**config.mk**
```make
export PLATFORM = sky130hd
export DESIGN_NAME = alu_result_display
export DESIGN_NICKNAME = d
export VERILOG_FILES = /design/src/rtl/alu_result_display.sv
export SDC_FILE = /design/constraint.sdc
export NUM_CORES = 1
export LEC_CHECK = 0
export ABC_CLOCK_PERIOD_IN_PS = 5500
export BUFFER_PORTS_ARGS = -buffer_cell sky130_fd_sc_hd__clkbuf_2
export CAP_MARGIN = 20
export CELL_PAD_IN_SITES_DETAIL_PLACEMENT = 1
export CELL_PAD_IN_SITES_GLOBAL_PLACEMENT = 2
export CORE_ASPECT_RATIO = 2
export CORE_MARGIN = 1.5
export CORE_UTILIZATION = 39
export DETAILED_ROUTE_END_ITERATION = 12
export GPL_ROUTABILITY_DRIVEN = 0
export PLACE_DENSITY_LB_ADDON = 0.05
export SLEW_MARGIN = 20
export SYNTH_ARGS = -nofsm -noshare
export SYNTH_HDL_FRONTEND = slang
export SYNTH_SLANG_ARGS = --single-unit
```
**constraint.sdc**
```tcl
create_clock -name clk -period 5.5 [get_ports clk]
set_clock_uncertainty 0.1 [all_clocks]
set_input_delay 1.1 -clock clk [delete_from_list [all_inputs] [get_ports clk]]
set_output_delay 1.1 -clock clk [all_outputs]
set_load 0.1 [all_outputs]
```
**src/rtl/alu_result_display.sv**
```systemverilog
// Signed 8-bit ALU result -> sign-magnitude BCD (sequential double dabble) -> 4-digit muxed 7-seg.
// Optional leading-zero blanking of hundreds/tens digits: define LEAD_ZERO_BLANK_EN.
module alu_result_display #(
  parameter int REFRESH_DIV    = 50000,
  parameter bit SEG_ACTIVE_LOW = 1'b1
) (
  input  logic        clk,
  input  logic        rst,
  input  logic [7:0]  y,
  output logic        busy,
  output logic [12:0] bcd,
  output logic [3:0]  an,
  output logic [6:0]  seg
);

  localparam int                REF_W   = $clog2(REFRESH_DIV);
  localparam logic [REF_W-1:0]  REF_MAX = REF_W'(REFRESH_DIV - 1);

  typedef enum logic [1:0] {IDLE, SHIFT, DONE} state_t;

  state_t            state_q, state_d;
  logic [7:0]        y_last_q, y_last_d;
  logic              neg_q, neg_d;
  logic [7:0]        mag_q, mag_d;
  logic [11:0]       acc_q, acc_d;
  logic [2:0]        iter_q, iter_d;
  logic [12:0]       bcd_q, bcd_d;
  logic [REF_W-1:0]  ref_q, ref_d;
  logic [1:0]        digit_q, digit_d;
  logic [3:0]        an_q, an_d;
  logic [6:0]        seg_q, seg_d;

  logic [11:0]       acc_adj;
  logic [19:0]       shifted;

  function automatic logic [3:0] dd_adj(input logic [3:0] n);
    return (n >= 4'd5) ? n + 4'd3 : n;
  endfunction

  function automatic logic [6:0] dec7(input logic [3:0] v);
    logic [6:0] s;
    case (v)
      4'd0:    s = 7'h3F;
      4'd1:    s = 7'h06;
      4'd2:    s = 7'h5B;
      4'd3:    s = 7'h4F;
      4'd4:    s = 7'h66;
      4'd5:    s = 7'h6D;
      4'd6:    s = 7'h7D;
      4'd7:    s = 7'h07;
      4'd8:    s = 7'h7F;
      4'd9:    s = 7'h6F;
      default: s = 7'h00;
    endcase
    return s;
  endfunction

  function automatic logic [6:0] digit_seg(input logic [1:0] d, input logic [12:0] b);
    logic [6:0] s;
    case (d)
      2'd3:    s = b[12] ? 7'h40 : 7'h00;
`ifdef LEAD_ZERO_BLANK_EN
      2'd2:    s = (b[11:8] == 4'd0) ? 7'h00 : dec7(b[11:8]);
      2'd1:    s = (b[11:4] == 8'd0) ? 7'h00 : dec7(b[7:4]);
`else
      2'd2:    s = dec7(b[11:8]);
      2'd1:    s = dec7(b[7:4]);
`endif
      default: s = dec7(b[3:0]);
    endcase
    return s;
  endfunction

  // Conversion FSM and scan logic.
  always_comb begin
    // NOTE: every variable gets a default first so no path can infer a latch.
    state_d  = state_q;
    y_last_d = y_last_q;
    neg_d    = neg_q;
    mag_d    = mag_q;
    acc_d    = acc_q;
    iter_d   = iter_q;
    bcd_d    = bcd_q;

    acc_adj  = {dd_adj(acc_q[11:8]), dd_adj(acc_q[7:4]), dd_adj(acc_q[3:0])};
    shifted  = {acc_adj, mag_q} << 1;

    case (state_q)
      IDLE: begin
        if (y != y_last_q) begin
          y_last_d = y;
          neg_d    = y[7];
          mag_d    = y[7] ? (~y) + 8'd1 : y;
          acc_d    = '0;
          iter_d   = '0;
          state_d  = SHIFT;
        end
      end
      SHIFT: begin
        acc_d  = shifted[19:8];
        mag_d  = shifted[7:0];
        iter_d = iter_q + 3'd1;
        if (iter_q == 3'd7) state_d = DONE;
      end
      DONE: begin
        bcd_d   = {neg_q, acc_q};
        state_d = IDLE;
      end
      default: state_d = IDLE;
    endcase

    ref_d   = (ref_q == REF_MAX) ? '0 : ref_q + 1'b1;
    digit_d = (ref_q == REF_MAX) ? digit_q + 2'd1 : digit_q;
    // Decode from next-state values so an/seg follow bcd in the same edge it updates.
    an_d    = 4'b0001 << digit_d;
    seg_d   = digit_seg(digit_d, bcd_d);
  end

  always_ff @(posedge clk) begin
    // NOTE: state registers use non-blocking assignments so every flop samples pre-edge values.
    if (rst) begin
      state_q  <= IDLE;
      y_last_q <= '0;
      neg_q    <= 1'b0;
      mag_q    <= '0;
      acc_q    <= '0;
      iter_q   <= '0;
      bcd_q    <= '0;
      ref_q    <= '0;
      digit_q  <= '0;
      an_q     <= 4'b0001;
      seg_q    <= 7'h3F;
    end else begin
      state_q  <= state_d;
      y_last_q <= y_last_d;
      neg_q    <= neg_d;
      mag_q    <= mag_d;
      acc_q    <= acc_d;
      iter_q   <= iter_d;
      bcd_q    <= bcd_d;
      ref_q    <= ref_d;
      digit_q  <= digit_d;
      an_q     <= an_d;
      seg_q    <= seg_d;
    end
  end

  assign busy = (state_q != IDLE);
  assign bcd  = bcd_q;
  assign an   = SEG_ACTIVE_LOW ? ~an_q  : an_q;
  assign seg  = SEG_ACTIVE_LOW ? ~seg_q : seg_q;

endmodule

```
# Yosys cells after proc, flatten, opt, wreduce, memory -nomap -nowiden
# Memory sizes are Yosys's and may differ from the RTL's.
# Cells that the tools add are included.
# Widths: inputs -> output; s select.
# totals
register_bits	76
latchBits	0
mem_bits_rw	0
romBits	336
inputBits	10
output_inout_bits	25
wordCells	62
n_memories	3
# mem_list
name	depth	width	rd	rd_ports_with_merged_regs	write_ports	line_no	source
(no name shown)	16	7	1	0	0	42	case (v)
(no name shown)	16	7	1	0	0	42	
(no name shown)	16	7	1	0	0	42	
# op_classes
n_addsub	7
mul	0
n_div	0
n_lt_le_gt_ge	3
n_eq_ne	10
n_shift	1
n_mux	17
n_bitwise	3
n_reduce_logical	7
# op_table
cell	count
$pmux 12 s2	1
$pmux 7 s3	1
$add 16x1->16 const B	1
$eq 16x16->1 const B	1
$mux 8	2
$pmux 8 s2	1
$mux 13	1
$ge 4x3->1 const B	3
$mux 12	1
$add 4x2->4 const B	2
$add 8x1->8 const B	1
$mux 4	2
$ne 8x8->1	1
$not 8->8	1
$mux 7	1
$not 7->7	1
$eq 2x2->1 const B	3
$mux 2	3
$mux 3	2
$pmux 3 s2	1
$reduce_and 2->1	3
$eq 2x1->1 const B	2
$ne 2x2->1 const B	2
$not 4->4	1
9 further kinds	10

# Longest topological paths before layout
# Gate-level depths: netlist (run 1).
# depth
ltp_word	5
mapped_depth	14
depth_no_buf	10

# Worst setup path before layout (run 1)
# OpenSTA, ideal clock, no wires.
# synth_timing
path_type	register to register
startpoint	reg state_q[0]
endpoint	reg seg_q[3]
setup_time_ns	0.127
arrival_time_ns	2.409
t_required_ns	5.273
setup_slack_ns	2.864
path_stages_with_launch	14
n_path_buf	4
synth_period_minus_slack_ns	2.636
path_cell_list	dfxtp_1 > nand2b_1 > buf_6 > buf_6 > buf_2 > buf_2 > nor2_1 > a21oi_1 > inv_1 > ha_1 > nor3_1 > a21oi_1 > o21ai_0 > or3_1
# synth_via
elab_chain_len	4
elab_cells_between_ends	6
classes_between	1 x eq/ne; 2 x mux; 3 x memory
# synth_rtl
element	line_no	source
start: declaration	21	state_t state_q, state_d;
start signal: assignment	134	state_q <= state_d;
$eq 2x2->1	88	case (state_q)
$mux 13	88	
via bcd_d[8]	27	logic [12:0] bcd_q, bcd_d;
$mem_v2 16x7	-	
$pmux 7 s3	60	case (d)
end signal: assignment	144	seg_q <= seg_d;
end: declaration	31	logic [6:0] seg_q, seg_d;
# The timed path passes the listed nets, and every way through them passes these cells.
# A chain may end at the register's enable or synchronous reset.

# Final worst setup path (run 1)
# layout_timing
startpoint	reg state_q[0]
endpoint	reg seg_q[6]
# The elaborated chain is that of the path after synthesis.

==> summary.md, run 1 <==
| Metric | Value |
|---|---|
| Run status | `finished, final reports clean` |
| Number of H-tree branching levels | `3` |
| Power Density | `273.1 nW/µm²` |
| Required time of the critical path | `5.66 ns` |
| Post-route total power | `1.321 mW` |
| Dominant synthesized flop cell | `dfxtp_1` |
| Slew Limit Fails | `0` |
| Synth warn | `0` |
| Net Sw Power | `0.2903 mW` |
| Maximum ir drop on the vdd rail | `0.0001638 V` |
| Top achievable clock speed | `299.6 MHz` |
| Clock tree from TritonCTS | `yes` |
| Synthesized net count | `540` |
| Leakage power summed over all cells | `2.042 nW` |
| Number of placed I/O pins | `35` |
| FP Rows | `53` |
| Fin Setup TNS | `0 ns` |
| DP Worst Slack | `2.148 ns` |
| Synth Register Bits | `75` |
| Sw Ratio | `21.97%` |
| Antenna violations before repair | `0` |
| Unique masters post-synth | `62` |
| Buffers inserted by post-CTS timing repair | `0` |
| Worst Setup End Kind | `flip-flop` |
| Detailed-router iteration count before antenna repair | `4` |
| Core area | `10,540 µm²` |
| Worst setup margin | `2.163 ns` |
| Unrepaired setup endpoints after global routing | `no` |
| Detailed Route WL | `11,490 µm` |
| Final hold violation count | `0` |
| Share of synthesized area occupied by flip-flops and latches | `35.28%` |
| Die Ht | `150.7 µm` |
| Per-instance average area after synthesis | `8.443 µm²` |
| Met3 routed wirelength | `223 µm` |
| Register-to-register path setup slack | `2.16 ns` |
| Maximum number of pins on one net before global-route repair | `39` |
| Fraction of layout cells with a size suffix above 1 | `13.51%` |
| Min Clock Period, post-route | `3.337 ns` |
| DRC violations left | `0` |
| Beginning of the critical path | `state_q[0]$_SDFFE_PP0P_` |
| Detailed-routed wire length on met2 | `6962 µm` |
| Diode insertion count for antenna repair | `0` |
| Share of total power in combinational logic | `6.5%` |
| Global-route wire length before repair | `19,090 µm` |
| Die width | `76.86 µm` |
| Number of DRC violations after detailed-routing iteration 0 | `120` |
| Number of buffers inserted during clock tree synthesis | `9` |
| Number of buffers between clock root and the deepest sink | `2` |
| Startpoint of the lowest-slack register-to-register path | `state_q[0]$_SDFFE_PP0P_` |
| Top layer reached by signal wires | `met4` |
| Area added between synthesis and finish | `13.70%` |
| Maximum net fanout on the critical path | `35` |
| Starting density of the core | `40.36%` |
| Reg2Reg Depth | `9` |
| Later-pin clock latency in the skew report | `0.34 ns` |
| Number of sinks on the clock net | `75` |
| Critical Path Sink | `seg_q[6]$_SDFF_PP0_` |
| Antenna Violating Nets Remaining | `0` |
| Clk network pwr share | `50.6%` |
| Startpoint Class | `flip-flop` |
| Wire length on met1 | `4061 µm` |
| Start point of the worst hold path | `ref_q[0]$_SDFF_PP0_` |
| Number of standard cells after synthesis | `504` |
| Relative slew slack | `35.34%` |
| Clock root buffer | `clkbuf_16` |
| CTS Hold Buffers Added | `0` |
| Reg-to-reg critical path endpoint | `seg_q[6]$_SDFF_PP0_` |
| Drt wl/cell | `17.14 µm` |
| DPL Wire Length | `8929 µm` |
| Slew at the pin closest to its max-slew limit | `0.9699 ns` |
| Clk pin slew, worst setup/hold paths | `0.06 ns` |
| All-layer global routing usage | `21.55%` |
| Final-report setup violation count | `0` |
| Port Buf Inserts | `34` |
| Total of cells resized after clock tree synthesis | `0` |
| Maximum capacitance violations | `0` |
| Worst setup path class | `reg2reg` |
| Post-Synthesis Cell Area | `4255 µm²` |
| Worst Hold Class | `reg2reg` |
| Internal power contribution | `1.031 mW` |
| Worst path arrival time | `3.50 ns` |
| Per-cell via count in the routed design | `5.312` |
| Vias in the first global route | `3,635` |
| Number of flops mapped to enable cells by yosys | `0` |
| Portion of total power attributed to sequential cells | `42.9%` |
| Final Net Count | `564` |
| Commonest cells after routing, fill and taps aside | `nor2_1 (75), dfxtp_1 (75), a21oi_1 (49)` |
| DR vias | `3,559` |
| FFs w/ async S/R, synth | `0%` |
| GRT Residual Overflow | `0` |
| Final Cycle Share | `60.68%` |
| Total Die Area | `11,580 µm²` |
worst min path at each step:
stage,endpoint,slack (ns),cells after the start
after floorplan,ref_q[0]$_SDFF_PP0_,0.31,1
after global placement,ref_q[0]$_SDFF_PP0_,0.33,1
after detailed placement,ref_q[0]$_SDFF_PP0_,0.35,1
after CTS,ref_q[0]$_SDFF_PP0_,0.36,1
after global routing,ref_q[0]$_SDFF_PP0_,0.39,1
final,ref_q[0]$_SDFF_PP0_,0.36,1
critical path, cell delays in order (launching register included):
cell,delay (ns)
dfxtp_1,0.34
nand2b_2,0.77
mux2i_1,0.67
inv_1,0.19
ha_1,0.27
a211oi_1,0.25
a21oi_1,0.09
o221ai_1,0.31
o21ai_0,0.13
nor2_1,0.13
flip-flops by register name, summed over array words and instances (netlist names):
signal / count
ref_q: 16
y_last_q: 8
mag_q: 8
bcd: 13
iter_q: 3
seg_q: 7
state_q: 2
digit_q: 2
an_q: 4
acc_q: 12
logic make-up (layout without fill, tap and decap cells):
family	after synthesis	in the layout	synth area share, %
and+or+nand+nor	181	181	21.76
adders and majority gates	26	26	7.645
DFF	75	75	35.28
muxes	24	24	7.409
AOI/OAI and AO/OA	107	107	15.26
xor gates and xnor gates	32	32	6.763
buffers and inverters	59	88	5.881
routing by layer:
layer	track usage [%]	up-vias
met5	0	-
met4	8.148	0
met3	3.818	14
met2	44.82	32
met1	20.01	1737
li1	-	1776
through the flow:
step                      hold slack [ns]  cell area, µm²  util, %  instances
after floorplan                    0.3130            4255        -        504
after global placement             0.3297            4503    42.71        654
after detailed placement           0.3479            4503    42.71        654
after CTS                          0.3579            4838    45.89        670
after global routing               0.3855            4838    45.89        670
final                              0.3556            4838    45.89        670
Yosys cell counts, types with 4 or more instances:
master,instances,share of area [%]
a221oi_1,4,0.82
dfxtp_1,75,35
xor2_1,12,2.5
o21ai_0,18,2.1
mux2i_4,5,2.6
nand2b_1,12,1.8
mux2i_1,14,3.3
o211ai_1,4,0.71
nand3_1,20,2.4
a31oi_1,8,1.2
or3_1,6,0.88
buf_2,8,0.94
clkbuf_1,12,1.1
inv_1,35,3.1
a21oi_1,49,5.8
nor2b_1,4,0.59
nand2_1,24,2.1
ha_1,26,7.6
nor3_1,10,1.2
and3_1,7,1.0
xnor2_1,19,3.9
nor2_1,75,6.6
final cells by class:
type | instances | area, µm²
inverter | 35 | 131.4
timing repair buffer | 37 | 192.7
fill | 1284 | 5705
tap | 137 | 171.4
sequential | 75 | 1501
clock buffer | 12 | 236.5
multi-input combinational | 370 | 2506
clock inverter | 4 | 98.84
power by group through the flow:
stage | clock [mW] | sequential, mW | combinational, mW
after floorplan | 0 | 0.575 | 0.0637
after global placement | 0 | 0.578 | 0.0859
after detailed placement | 0 | 0.579 | 0.0875
after CTS | 0.686 | 0.567 | 0.0877
after global routing | 0.706 | 0.568 | 0.0961
final | 0.668 | 0.567 | 0.0858
No activity file was read; power rests on OpenSTA's default activity.
==> run 2: changes to the inputs <==
--- a/config.mk
+++ b/config.mk
@@ -5,14 +5,14 @@
 export SDC_FILE = /design/constraint.sdc
 export NUM_CORES = 1
 export LEC_CHECK = 0
-export ABC_CLOCK_PERIOD_IN_PS = 5500
+export ABC_CLOCK_PERIOD_IN_PS = 3100
 export BUFFER_PORTS_ARGS = -buffer_cell sky130_fd_sc_hd__clkbuf_2
 export CAP_MARGIN = 20
 export CELL_PAD_IN_SITES_DETAIL_PLACEMENT = 1
 export CELL_PAD_IN_SITES_GLOBAL_PLACEMENT = 2
 export CORE_ASPECT_RATIO = 2
 export CORE_MARGIN = 1.5
-export CORE_UTILIZATION = 39
+export CORE_UTILIZATION = 37
 export DETAILED_ROUTE_END_ITERATION = 12
 export GPL_ROUTABILITY_DRIVEN = 0
 export PLACE_DENSITY_LB_ADDON = 0.05
==> constraint.sdc (replaced) <==
create_clock -name clk -period 3.1 [get_ports clk]
set_clock_uncertainty 0.1 [all_clocks]
set_input_delay 0.62 -clock clk [delete_from_list [all_inputs] [get_ports clk]]
set_output_delay 0.62 -clock clk [all_outputs]
set_load 0.1 [all_outputs]
==> summary.md, run 2 (same netlist as run 1, synthesis figures left out) <==
| Metric | Value |
|---|---|
| Antenna Violating Nets Remaining | `0 (unchanged)` |
| Maximum net fanout on the critical path | `20 (-43%)` |
| Total Die Area | `12,190 µm² (+5.2%)` |
| All-layer global routing usage | `20.64% (-0.91 points)` |
| Fraction of layout cells with a size suffix above 1 | `15.68% (+2.2 points)` |
| DRC violations left | `0 (unchanged)` |
| Filler cells | `1,353 (+5.4%)` |
| Clock tree from TritonCTS | `yes` |
| Maximum number of pins on one net before global-route repair | `55 (+41%)` |
| Clk pin slew, worst setup/hold paths | `0.06 ns (about the same)` |
| Relative slew slack | `59.67% (+24 points)` |
| Buffers inserted by post-CTS timing repair | `0 (unchanged)` |
| Number of H-tree branching levels | `3 (unchanged)` |
| Final Net Count | `573 (+1.6%)` |
| Post-route total power | `2.475 mW (+87%)` |
| Power Density | `498.2 nW/µm² (+82%)` |
| Commonest cells after routing, fill and taps aside | `nor2_1 (75), dfxtp_1 (75), a21oi_1 (48)` |
| Number of DRC violations after detailed-routing iteration 0 | `66 (-45%)` |
| DR vias | `3,579 (+0.56%)` |
| Worst setup margin | `0.2985 ns (-1.864 ns)` |
| Antenna violations before repair | `0 (unchanged)` |
| Die Ht | `154.7 µm (+2.6%)` |
| Worst setup path class | `reg2reg` |
| Die width | `78.83 µm (+2.6%)` |
| Detailed-router iteration count before antenna repair | `4 (unchanged)` |
| Leakage power summed over all cells | `2.107 nW (+3.2%)` |
| Fin Setup TNS | `0 ns (unchanged)` |
| Port Buf Inserts | `34 (unchanged)` |
| DP Worst Slack | `0.2769 ns (-1.871 ns)` |
| Per-cell via count in the routed design | `5.232 (-1.5%)` |
| Starting density of the core | `37.71% (-2.7 points)` |
| Detailed Route WL | `11,810 µm (+2.8%)` |
| Top reg by flops | `ref_q` |
| Slew Limit Fails | `0 (unchanged)` |
| Area added between synthesis and finish | `16.76%` |
| Run status | `finished, final reports clean` |
| Number of buffers inserted during clock tree synthesis | `9 (unchanged)` |
| Reg2Reg Depth | `9 (unchanged)` |
| Number of placed I/O pins | `35 (unchanged)` |
| Global-route wire length before repair | `19,080 µm (about the same)` |
| Worst Hold Class | `reg2reg` |
| Worst path arrival time | `2.98 ns (-0.52 ns)` |
| Number of buffers between clock root and the deepest sink | `2 (unchanged)` |
| Top achievable clock speed | `357.0 MHz (+19%)` |
| Required time of the critical path | `3.28 ns (-2.38 ns)` |
| Maximum capacitance violations | `0 (unchanged)` |
| Diode insertion count for antenna repair | `0 (unchanged)` |
| GRT Residual Overflow | `0 (unchanged)` |
| Later-pin clock latency in the skew report | `0.34 ns (about the same)` |
| Core area | `11,290 µm² (+7.0%)` |
| Maximum ir drop on the vdd rail | `0.0003072 V (+88%)` |
| Startpoint Class | `flip-flop` |
| Final Cycle Share | `90.37% (+30 points)` |
| Final core utilization | `44.02% (-1.9 points)` |
| Clock root buffer | `clkbuf_16` |
| Drt wl/cell | `17.26 µm (+0.67%)` |
| DPL Wire Length | `9213 µm (+3.2%)` |
| Min Clock Period, post-route | `2.801 ns (-0.5360 ns)` |
| FP Rows | `55 (+3.8%)` |
| Number of flip-flops under the largest register name | `16 (unchanged)` |
| Unrepaired setup endpoints after global routing | `no` |
| Slew at the pin closest to its max-slew limit | `0.6049 ns (-0.3650 ns)` |
| Vias in the first global route | `3,789 (+4.2%)` |
| Worst Setup End Kind | `flip-flop` |
| Final hold violation count | `0 (unchanged)` |
| Number of sinks on the clock net | `75 (unchanged)` |
| Instance count along the most critical hold path | `1 (unchanged)` |
| Final-report setup violation count | `0 (unchanged)` |
[run 2: path summary, 6_finish.rpt]
kind / from / endpoint / slack, ns
min reg2reg: ref_q[0]$_SDFF_PP0_ / ref_q[0]$_SDFF_PP0_ / 0.36
max: state_q[0]$_SDFFE_PP0P_ / seg_q[6]$_SDFF_PP0_ / 0.30
min: ref_q[0]$_SDFF_PP0_ / ref_q[0]$_SDFF_PP0_ / 0.36
max reg2reg: state_q[0]$_SDFFE_PP0P_ / seg_q[6]$_SDFF_PP0_ / 0.30
[run 2: layout make-up]
cell class	instances	area (µm²)	share of cell area, %
flip-flops and latches	75	1501	30.22
multi-input cells	370	2510	50.52
repair buffers	46	272.8	5.490
clock buffers	10	239.0	4.810
inverters	35	131.4	2.644
clock inverters	6	136.4	2.745
well taps	142	177.7	3.576
[run 2: metal layers]
layer	global-route usage [%]	up-vias	share of wire [%]
met3	3.245	26	2.4
li1	-	1790	-
met4	10.78	0	4.0
met2	41.50	48	59
met1	18.89	1715	35
met5	0	-	0
[run 2: worst max-delay path, cell delays in order, from the launching register on]
cell and delay, ns:
dfxtp_1 0.34, nand2b_2 0.48, mux2i_1 0.44, inv_1 0.15, ha_1 0.25, a211oi_1 0.25
a21oi_1 0.07, o221ai_1 0.33, o21ai_0 0.19, nor2_1 0.12
[run 2: power by group]
group          switching (mW)  leakage (nW)  total (mW)  internal, mW
Combinational           0.102          1.32       0.163        0.0606
Sequential             0.0185         0.609        1.01         0.988
Clock                   0.415         0.179        1.31         0.891
Total                   0.536          2.11        2.48          1.94
[run 2: repair_timing]
| item | in CTS | in global routing |
|---|---|---|
| setup endpoints to repair | 0 | 1 |
| hold buffers | 0 | 0 |
| gates resized for setup | 0 | 1 |
| hold endpoints to repair | 0 | 0 |
[run 2: per-stage QoR]
step,area (µm²),std cells,hold slack (ns)
2_1_floorplan,4255,504,0.3130
3_3_place_gp,4589,668,0.3291
3_5_place_dp,4589,668,0.3500
4_1_cts,4965,684,0.3627
5_1_grt,4969,684,0.3886
6_report,4969,684,0.3615
